--- src/rtl/vga_sync_monitor.sv ---
// Receive-side checker for VGA sync timing: recovers active-area coordinates,
// measures line/frame geometry and declares lock after consecutive good frames.
module vga_sync_monitor #(
  parameter int unsigned H_TOTAL     = 800,
  parameter int unsigned V_TOTAL     = 521,
  parameter int unsigned H_ACTIVE    = 640,
  parameter int unsigned V_ACTIVE    = 480,
  parameter int unsigned LOCK_FRAMES = 2
) (
  input  logic        clk,
  input  logic        reset,
  input  logic        px_en,
  input  logic        h_sync,
  input  logic        v_sync,
  input  logic        display_on,
  output logic [9:0]  x_pos,
  output logic [9:0]  y_pos,
  output logic        pix_valid,
  output logic        frame_start,
  output logic [11:0] line_len,
  output logic [9:0]  frame_lines,
  output logic        locked,
  output logic        err
);

  typedef enum logic [1:0] {SEARCH, ACQUIRE, LOCKED} state_t;

  localparam logic [11:0] H_TOTAL_C  = 12'(H_TOTAL);
  localparam logic [11:0] H_ACTIVE_C = 12'(H_ACTIVE);
  localparam logic [9:0]  V_TOTAL_C  = 10'(V_TOTAL);
  localparam logic [9:0]  V_ACTIVE_C = 10'(V_ACTIVE);
  localparam logic [9:0]  Y_LAST_C   = 10'(V_ACTIVE - 1);
  localparam logic [3:0]  LOCK_C     = 4'(LOCK_FRAMES);
  localparam logic [11:0] H_PRESAT_C = 12'hFFE;

  state_t      state_q, state_d;
  logic        hs_prev_q, hs_prev_d;
  logic        vs_prev_q, vs_prev_d;
  logic [11:0] h_cnt_q, h_cnt_d;
  logic [9:0]  v_cnt_q, v_cnt_d;
  logic [11:0] a_cnt_q, a_cnt_d;
  logic [9:0]  act_lines_q, act_lines_d;
  logic [3:0]  good_q, good_d;
  logic        line_seen_q, line_seen_d;
  logic        line_bad_q, line_bad_d;
  logic [9:0]  x_pos_q, x_pos_d;
  logic [9:0]  y_pos_q, y_pos_d;
  logic        pix_valid_q, pix_valid_d;
  logic        frame_start_q, frame_start_d;
  logic [11:0] line_len_q, line_len_d;
  logic [9:0]  frame_lines_q, frame_lines_d;
  logic        locked_q, locked_d;
  logic        err_q, err_d;

  logic        hs_fall, vs_fall, checking;
  logic        line_ok, frame_ok, line_fail, frame_fail, sat;
  logic [11:0] meas_len, a_base;
  logic [3:0]  good_inc;

  always_comb begin
    state_d       = state_q;
    hs_prev_d     = hs_prev_q;
    vs_prev_d     = vs_prev_q;
    h_cnt_d       = h_cnt_q;
    v_cnt_d       = v_cnt_q;
    a_cnt_d       = a_cnt_q;
    act_lines_d   = act_lines_q;
    good_d        = good_q;
    line_seen_d   = line_seen_q;
    line_bad_d    = line_bad_q;
    x_pos_d       = x_pos_q;
    y_pos_d       = y_pos_q;
    pix_valid_d   = pix_valid_q;
    frame_start_d = 1'b0;
    line_len_d    = line_len_q;
    frame_lines_d = frame_lines_q;
    err_d         = 1'b0;

    hs_fall    = hs_prev_q & ~h_sync;
    vs_fall    = vs_prev_q & ~v_sync;
    checking   = (state_q != SEARCH);
    meas_len   = (h_cnt_q == '1) ? '1 : h_cnt_q + 12'd1;
    line_ok    = (meas_len == H_TOTAL_C) && ((a_cnt_q == '0) || (a_cnt_q == H_ACTIVE_C));
    frame_ok   = (v_cnt_q == V_TOTAL_C) && (act_lines_q == V_ACTIVE_C);
    line_fail  = checking && hs_fall && line_seen_q && !line_ok;
    frame_fail = checking && vs_fall && !frame_ok;
    sat        = checking && !hs_fall && (h_cnt_q == H_PRESAT_C);
    a_base     = hs_fall ? '0 : a_cnt_q;
    good_inc   = good_q + 4'd1;

    if (px_en) begin
      hs_prev_d   = h_sync;
      vs_prev_d   = v_sync;
      pix_valid_d = display_on;

      if (hs_fall) begin
        line_len_d = meas_len;
        h_cnt_d    = '0;
        if (v_cnt_q != '1) v_cnt_d = v_cnt_q + 10'd1;
        if (a_cnt_q != '0) begin
          y_pos_d = (y_pos_q == Y_LAST_C) ? '0 : y_pos_q + 10'd1;
          if (act_lines_q != '1) act_lines_d = act_lines_q + 10'd1;
        end
      end else if (h_cnt_q != '1) begin
        h_cnt_d = h_cnt_q + 12'd1;
      end

      // A pixel sampled together with the hsync edge is the first of the new line
      a_cnt_d = a_base;
      if (display_on) begin
        x_pos_d = a_base[9:0];
        if (a_base != '1) a_cnt_d = a_base + 12'd1;
      end

      // vsync edge overrides the per-line updates; a coincident hsync edge is line 0
      if (vs_fall) begin
        frame_start_d = 1'b1;
        frame_lines_d = v_cnt_q;
        v_cnt_d       = hs_fall ? 10'd1 : 10'd0;
        y_pos_d       = '0;
        act_lines_d   = '0;
      end

      if (state_q == SEARCH) begin
        if (vs_fall) begin
          state_d     = ACQUIRE;
          good_d      = '0;
          line_seen_d = hs_fall;
          line_bad_d  = 1'b0;
        end
      end else begin
        if (hs_fall) line_seen_d = 1'b1;
        if (sat) begin
          err_d   = 1'b1;
          good_d  = '0;
          state_d = SEARCH;
        end else if (line_fail || frame_fail) begin
          err_d      = 1'b1;
          good_d     = '0;
          state_d    = ACQUIRE;
          line_bad_d = !vs_fall;
        end else if (vs_fall) begin
          line_bad_d = 1'b0;
          if (state_q == ACQUIRE && !line_bad_q) begin
            good_d = good_inc;
            if (good_inc >= LOCK_C) state_d = LOCKED;
          end
        end
      end
    end

    locked_d = (state_d == LOCKED);
  end

  always_ff @(posedge clk or posedge reset) begin
    if (reset) begin
      state_q       <= SEARCH;
      hs_prev_q     <= 1'b1;
      vs_prev_q     <= 1'b1;
      h_cnt_q       <= '0;
      v_cnt_q       <= '0;
      a_cnt_q       <= '0;
      act_lines_q   <= '0;
      good_q        <= '0;
      line_seen_q   <= 1'b0;
      line_bad_q    <= 1'b0;
      x_pos_q       <= '0;
      y_pos_q       <= '0;
      pix_valid_q   <= 1'b0;
      frame_start_q <= 1'b0;
      line_len_q    <= '0;
      frame_lines_q <= '0;
      locked_q      <= 1'b0;
      err_q         <= 1'b0;
    end else begin
      state_q       <= state_d;
      hs_prev_q     <= hs_prev_d;
      vs_prev_q     <= vs_prev_d;
      h_cnt_q       <= h_cnt_d;
      v_cnt_q       <= v_cnt_d;
      a_cnt_q       <= a_cnt_d;
      act_lines_q   <= act_lines_d;
      good_q        <= good_d;
      line_seen_q   <= line_seen_d;
      line_bad_q    <= line_bad_d;
      x_pos_q       <= x_pos_d;
      y_pos_q       <= y_pos_d;
      pix_valid_q   <= pix_valid_d;
      frame_start_q <= frame_start_d;
      line_len_q    <= line_len_d;
      frame_lines_q <= frame_lines_d;
      locked_q      <= locked_d;
      err_q         <= err_d;
    end
  end

  assign x_pos       = x_pos_q;
  assign y_pos       = y_pos_q;
  assign pix_valid   = pix_valid_q;
  assign frame_start = frame_start_q;
  assign line_len    = line_len_q;
  assign frame_lines = frame_lines_q;
  assign locked      = locked_q;
  assign err         = err_q;

endmodule
--- config.mk ---
export PLATFORM = sky130hd
export DESIGN_NAME = vga_sync_monitor
export DESIGN_NICKNAME = d
export VERILOG_FILES = /design/src/rtl/vga_sync_monitor.sv
export SDC_FILE = /design/constraint.sdc
export NUM_CORES = 1
export LEC_CHECK = 0
export CAP_MARGIN = 20
export CORE_MARGIN = 10
export CORE_UTILIZATION = 36
export DETAILED_ROUTE_END_ITERATION = 8
export GPL_ROUTABILITY_DRIVEN = 0
export SETUP_SLACK_MARGIN = 0.4
export SLEW_MARGIN = 0
export SYNTH_ARGS = -nofsm -noshare
export SYNTH_HDL_FRONTEND = slang
export SYNTH_SLANG_ARGS = --single-unit
--- constraint.sdc ---
create_clock -name clk -period 7.4 [get_ports clk]
set_input_delay 1.85 -clock clk [delete_from_list [all_inputs] [get_ports clk]]
set_output_delay 1.85 -clock clk [all_outputs]
set_load 0.03 [all_outputs]
==> impl_metrics.env, run 1 <==
export IMPL_row_count=43
export IMPL_drive_gt1_share_pct=4.79
export IMPL_via_per_inst=5.39
export IMPL_core_area_um2=14000
export IMPL_synth_edff_count=0
export IMPL_grt_max_degree=69
export IMPL_setup_violations=0
export IMPL_critPathKind="input pin to flop"
export IMPL_vias=4240
export IMPL_grt_pass1_vias=4073
export IMPL_startpoint_type="input pin"
export IMPL_slowest_delay_ns=0.77
export IMPL_clock_path_buffers=2
export IMPL_p_leak_nw=2.47
export IMPL_cp_max_fo=18
export IMPL_fin_nets=618
export IMPL_p_comb_share_pct=27.5
export IMPL_routedWlPerCell_um=15.6
export IMPL_numClockSinks=100
export IMPL_seq_area_frac_synth_pct=48.5
export IMPL_rsz0062_at_grt="false"
export IMPL_post_cts_buffers=0
export IMPL_cts_resized_gates=0
export IMPL_dpl_cell_area_um2=5800
export IMPL_clock_skew_ns=0.0115
export IMPL_fin_area_um2=6060
export IMPL_dp_cells=771
export IMPL_stdcell_count=786
export IMPL_pin_count=52
export IMPL_post_dp_hpwl_mm=8.42
export IMPL_slew_violations=0
export IMPL_switching_share_pct=34.7
export IMPL_period_minus_slack_ns=4.71
export IMPL_grt_pass1_wl_mm=20.6
export IMPL_peakVddDrop_mv=0.122
export IMPL_syn_inst=566
export IMPL_setup_tns_ns=0
export IMPL_avgSynthCellArea_um2=9.13
export IMPL_maxClockFrequency_mhz=212
export IMPL_p_int_mw=1.05
export IMPL_htree_levels=3
export IMPL_synth_ff_type="dfrtp_1"
export IMPL_overflow=0
export IMPL_status="complete, no violations"
export IMPL_fp_dieArea_um2=19500
export IMPL_cts_clk_slew_worst_paths_ns=0.07
export IMPL_drt_wl_total_mm=12.2
export IMPL_tritoncts="yes"
export IMPL_synth_warnings=0
export IMPL_pwr_density_cell_nw_per_um2=265
export IMPL_crit_path_cell_trace="clkdlybuf4s50_1, nand2b_1, and2_1, ha_1, nand2_1, nor4b_1, nand3_1, nor3_1, nand4_1, xor2_1"
export IMPL_critPathTopFamily="simple AND/OR/NAND/NOR gates"
export IMPL_ant_nets=0
export IMPL_crit_required_ns=7.64
export IMPL_timing_final_crit_share_pct=63.7
export IMPL_drt_pass1_iter_count=4
export IMPL_area_delta_synth_final_pct=17.3
export IMPL_track_usage_pct=12.5
export IMPL_start_util_pct=36.9
export IMPL_root_buffer="clkbuf_16"
export IMPL_power_switching_uw=557
export IMPL_critPathCaptureType="flop"
export IMPL_maxCapViolCount=0
export IMPL_ys_seq_elements=100
export IMPL_p_clk_share_pct=27.1
export IMPL_crit_arrival_ns=4.95
export IMPL_hold_viol=0
export IMPL_die_height_um=140
export IMPL_antennaDiodeCount=0
export IMPL_seqPwrFrac_pct=45.5
export IMPL_clkLatencyLatePin_ns=0.35
export IMPL_crit_buf_inv=1
export IMPL_synth_distinct_cells=58
export IMPL_portBuffers=51
export IMPL_cp_slowest_cell="nor4b_1"
export IMPL_drc=0
export IMPL_cts_buffers=9
export IMPL_relSlewSlack_pct=37.3
export IMPL_die_x_um=140
export IMPL_synthesis_nets=582
export IMPL_synthArstFlopShare_pct=100
export IMPL_worstHoldPathType="flop to flop"
export IMPL_drtIter0Drc=309
export IMPL_max_slew_worst_pin_slew_ns=0.934
export IMPL_syn_area_um2=5170
export IMPL_postCtsHoldBufs=0
export IMPL_antenna_found_initial=0
[area by class of cell]
| cell class | count | area (µm²) |
|---|---|---|
| fillers | 1419 | 7930 |
| flip-flops and latches | 100 | 2500 |
| multi-input cells | 419 | 2470 |
| repair buffers | 54 | 533 |
| clock buffers | 15 | 258 |
| well taps | 180 | 225 |
| inverters | 18 | 70.1 |
[stage by stage]
stage	util [%]	hold slack (ns)	setup WS (ns)	power [mW]
after floorplan	-	0.487	2.93	1.02
after global placement	41.5	0.459	2.42	1.17
after detailed placement	41.5	0.465	2.35	1.18
after CTS	43.3	0.481	2.69	1.62
after global routing	43.3	0.513	2.31	1.70
final	43.3	0.472	2.69	1.61
[cell families after synthesis]
family          Yosys count  synth area share [%]
fa+ha+maj                10                  2.42
flops                   100                  48.5
buf+inv                  47                  3.73
simple gates            252                  24.2
xor+xnor                 32                  5.42
compound gates          118                  14.3
mux                       7                  1.45
[cells in the final DEF, fill, tap and decap left out, types with 4 or more instances in the layout]
cell	n
xnor2_1	26
nor2b_1	5
nand2b_1	6
and2_1	5
nor2_1	50
nand3_1	30
xor2_1	6
or3_1	6
dfrtp_1	98
o21ai_0	46
ha_1	10
inv_1	17
mux2_2	4
clkbuf_1	5
nand4_1	10
nor4_1	12
nand2_1	86
a21oi_1	29
nor3_1	14
a22o_1	6
clkbuf_16	9
and3_1	6
o31ai_1	7
a31oi_1	7
clkdlybuf4s50_1	51
[per-layer routing]
layer	wire length [µm]	part of all wire [%]	vias up	global-route usage (%)
met5	0	0	-	0
met4	226	1.8	0	5.98
met3	555	4.5	14	2.86
met2	5630	46	77	19.4
met1	5820	48	2082	16.1
li1	-	-	2067	-
[worst min-delay path, delay by kind of cell (launching register included)]
kind / cells / cell delay [ns]
flip-flops: 1 / 0.34
AND/OR/NAND/NOR: 2 / 0.10
[path summary, 6_finish.rpt]
kind	start	end	slack (ns)	depth (start not counted)
setup / recovery	h_sync	a_cnt_q[10]$_DFFE_PP0P_	2.69	10
max in group asynchronous	reset	good_q[3]$_DFFE_PP0P_	4.32	3
hold reg to reg	frame_lines[0]$_DFFE_PP0P_	frame_lines[0]$_DFFE_PP0P_	0.47	2
hold / removal	frame_lines[0]$_DFFE_PP0P_	frame_lines[0]$_DFFE_PP0P_	0.47	2
setup reg to reg	hs_prev_q$_DFFE_PP1P_	a_cnt_q[10]$_DFFE_PP0P_	4.38	9
min in group asynchronous	reset	line_len[7]$_DFFE_PP0P_	1.85	2
[registers in the layout (all words and copies together) (netlist names)]
| register | count |
|---|---|
| a_cnt_q | 12 |
| h_cnt_q | 12 |
| line_len | 12 |
| act_lines_q | 10 |
| frame_lines | 10 |
| v_cnt_q | 10 |
| x_pos | 10 |
| y_pos | 10 |
| good_q | 4 |
| state_q | 2 |
| err | 1 |
| frame_start | 1 |
| hs_prev_q | 1 |
| line_bad_q | 1 |
| line_seen_q | 1 |
| locked | 1 |
| pix_valid | 1 |
| vs_prev_q | 1 |
[power groups by stage]
stage               logic, mW  registers, mW  clock network (mW)
floorplan               0.233          0.789                   0
global placement        0.436          0.734                   0
detailed placement      0.445          0.740                   0
CTS                     0.448          0.730               0.446
global route            0.487          0.744               0.471
finish                  0.441          0.730               0.435
[synth_stat cells (all sizes together), types with 2 or more instances]
cell type  instances  share of area, %
or3                7              0.94
nand2b             6              0.73
a31oi              8               1.1
o31ai              7               1.0
xnor2             26               4.4
buf                8              0.90
dfstp              2               1.0
and4               2              0.34
o21ai             49               4.8
nor4              12               1.5
nand2             86               6.2
nor2b              5              0.61
a211oi             2              0.39
clkbuf            21               1.5
nor4bb             3              0.58
o211ai             2              0.29
a41oi              3              0.51
nor4b              3              0.51
ha                10               2.4
nor3              14               1.4
or4                3              0.44
nor3b              3              0.44
nand3             31               3.2
inv               18               1.3
xor2               6               1.0
o22ai              2              0.24
nor2              50               3.6
a22o               6               1.0
mux2i              3              0.58
and3               6              0.73
nand4b             2              0.34
mux2               4              0.87
nand4             11               1.5
and2               5              0.61
a21oi             29               2.8
dfrtp             98                47
Power figures use the tool's default switching activity.
==> run 2: changes to the inputs <==
==> constraint.sdc (replaced) <==
create_clock -name clk -period 4.9 [get_ports clk]
set_input_delay 1.225 -clock clk [delete_from_list [all_inputs] [get_ports clk]]
set_output_delay 1.225 -clock clk [all_outputs]
set_load 0.03 [all_outputs]
==> run 2 against run 1 <==
  * Flip-flop and latch count did not move
  * Non-clock buffer count grew 5
  * Global-route usage is essentially flat
  * Combinational power is 54% higher
  * Sequential share of layout area down 0.56 points
  * Die area stayed put
  * Via count hardly changed
  * Critical endpoint unchanged
==> impl_metrics.env, run 2 (synthesized netlist as in run 1, its figures left out) <==
export IMPL_status="complete, no violations"
export IMPL_cp_slowest_cell="nor4b_1"
export IMPL_relSlewSlack_pct=40.1
export IMPL_setup_violations=0
export IMPL_final_common_cell="dfrtp_1"
export IMPL_maxCapViolCount=0
export IMPL_postCtsHoldBufs=0
export IMPL_numClockSinks=100
export IMPL_drtIter0Drc=398
export IMPL_crit_arrival_ns=3.89
export IMPL_overflow=0
export IMPL_cts_buffers=9
export IMPL_drive_gt1_share_pct=6.05
export IMPL_cts_resized_gates=0
export IMPL_critPathTopFamily="simple AND/OR/NAND/NOR gates"
export IMPL_crit_buf_inv=1
export IMPL_multiInputGateArea_um2=2470
export IMPL_crit_path_cell_trace="clkdlybuf4s50_1, nand2b_1, and2_1, ha_1, nand2_1, nor4b_1, nand3_1, nor3_1, nand4_1, xor2_1"
export IMPL_drt_pass1_iter_count=5
export IMPL_grt_pass1_vias=4083
export IMPL_pwr_density_cell_nw_per_um2=402
export IMPL_core_area_um2=14000
export IMPL_max_slew_worst_pin_slew_ns=0.887
export IMPL_die_height_um=140
export IMPL_crit_required_ns=5.14
export IMPL_clock_skew_ns=0.0108
export IMPL_fp_dieArea_um2=19500
export IMPL_tritoncts="yes"
export IMPL_drt_wl_total_mm=12.2
export IMPL_critPathCaptureType="flop"
export IMPL_root_buffer="clkbuf_16"
export IMPL_antennaDiodeCount=0
export IMPL_pin_count=52
export IMPL_rsz0062_at_grt="false"
export IMPL_worstHoldPathType="flop to flop"
export IMPL_post_dp_hpwl_mm=8.44
export IMPL_setup_tns_ns=0
export IMPL_fin_nets=623
export IMPL_ant_nets=0
export IMPL_cp_max_fo=6
export IMPL_critPathKind="input pin to flop"
export IMPL_r2r_cells=7
export IMPL_worst_path_stages=10
export IMPL_post_cts_buffers=0
export IMPL_antenna_found_initial=0
export IMPL_startpoint_type="input pin"
export IMPL_peakVddDrop_mv=0.204
export IMPL_track_usage_pct=12.6
export IMPL_cts_clk_slew_worst_paths_ns=0.07
export IMPL_via_per_inst=5.36
export IMPL_slowest_delay_ns=0.77
export IMPL_timing_final_crit_share_pct=74.6
export IMPL_whs_path_depth=2
export IMPL_finalHoldWorstSlack_ns=0.474
export IMPL_clock_path_buffers=2
export IMPL_clkLatencyLatePin_ns=0.35
export IMPL_area_delta_synth_final_pct=18.9
export IMPL_hold_viol=0
export IMPL_routedWlPerCell_um=15.5
export IMPL_drc=0
export IMPL_htree_levels=3
export IMPL_grt_max_degree=87
export IMPL_seq_area_um2=2500
export IMPL_start_util_pct=36.9
export IMPL_row_count=43
export IMPL_p_leak_nw=2.52
export IMPL_grt_pass1_wl_mm=20.8
export IMPL_portBuffers=51
export IMPL_fillers=1360
export IMPL_maxClockFrequency_mhz=274
export IMPL_final_cell_mix="dfrtp_1, nand2_1, clkdlybuf4s50_1, nor2_1, o21ai_0"
export IMPL_vias=4243
export IMPL_slew_violations=0
export IMPL_die_x_um=140
export IMPL_period_minus_slack_ns=3.66
## run 2: cell count changes in the layout (fill, tap and decap cells not counted), sizes merged
cell	delta
buf	+5
clkinv	+1
## run 2: where the power goes
group	switching, mW	internal [mW]
clock network	0.304	0.387
registers	0.142	0.958
logic	0.400	0.277
## run 2: layer usage
metal  vias to the layer above  track usage [%]  wire length (µm)
li1                       2084                -                 -
met1                      2069             16.7              5810
met2                        76             19.3              5620
met3                        14             3.20               622
met4                         0             4.67               184
met5                         -                0                 0
## run 2: cell type report
cell class	count	share of cell area, %
clock buffers	15	4.52
clock inverters	1	0.0815
inverters	18	1.14
multi-input cells	419	40.2
flip-flops and latches	100	40.8
well taps	180	3.67
repair buffers	59	9.61
## run 2: through the flow
step | utilization, % | instances | instance area [µm²] | power [mW] | setup slack [ns]
6_report | 43.9 | 792 | 6140 | 2.47 | 1.24
5_1_grt | 43.9 | 792 | 6140 | 2.62 | 1.04
4_1_cts | 43.7 | 790 | 6110 | 2.49 | 1.32
3_5_place_dp | 41.6 | 774 | 5830 | 1.79 | 0.965
3_3_place_gp | 41.6 | 774 | 5830 | 1.77 | 1.03
2_1_floorplan | - | 566 | 5170 | 1.54 | 1.06
## run 2: tightest hold or removal path, stage by stage (launching register included)
cell and delay (ns):
dfrtp_1 0.34, nand2_1 0.05, nand2_1 0.05
## run 2: worst paths after layout
path / start / to / slack, ns
max in group asynchronous: reset / v_cnt_q[3]$_DFFE_PP0P_ / 2.76
setup reg to reg: h_cnt_q[0]$_DFFE_PP0P_ / locked$_DFF_PP0_ / 2.23
hold reg to reg: frame_lines[5]$_DFFE_PP0P_ / frame_lines[5]$_DFFE_PP0P_ / 0.47
hold / removal: frame_lines[5]$_DFFE_PP0P_ / frame_lines[5]$_DFFE_PP0P_ / 0.47
setup / recovery: h_sync / a_cnt_q[10]$_DFFE_PP0P_ / 1.24
min in group asynchronous: reset / y_pos[8]$_DFFE_PP0P_ / 1.24
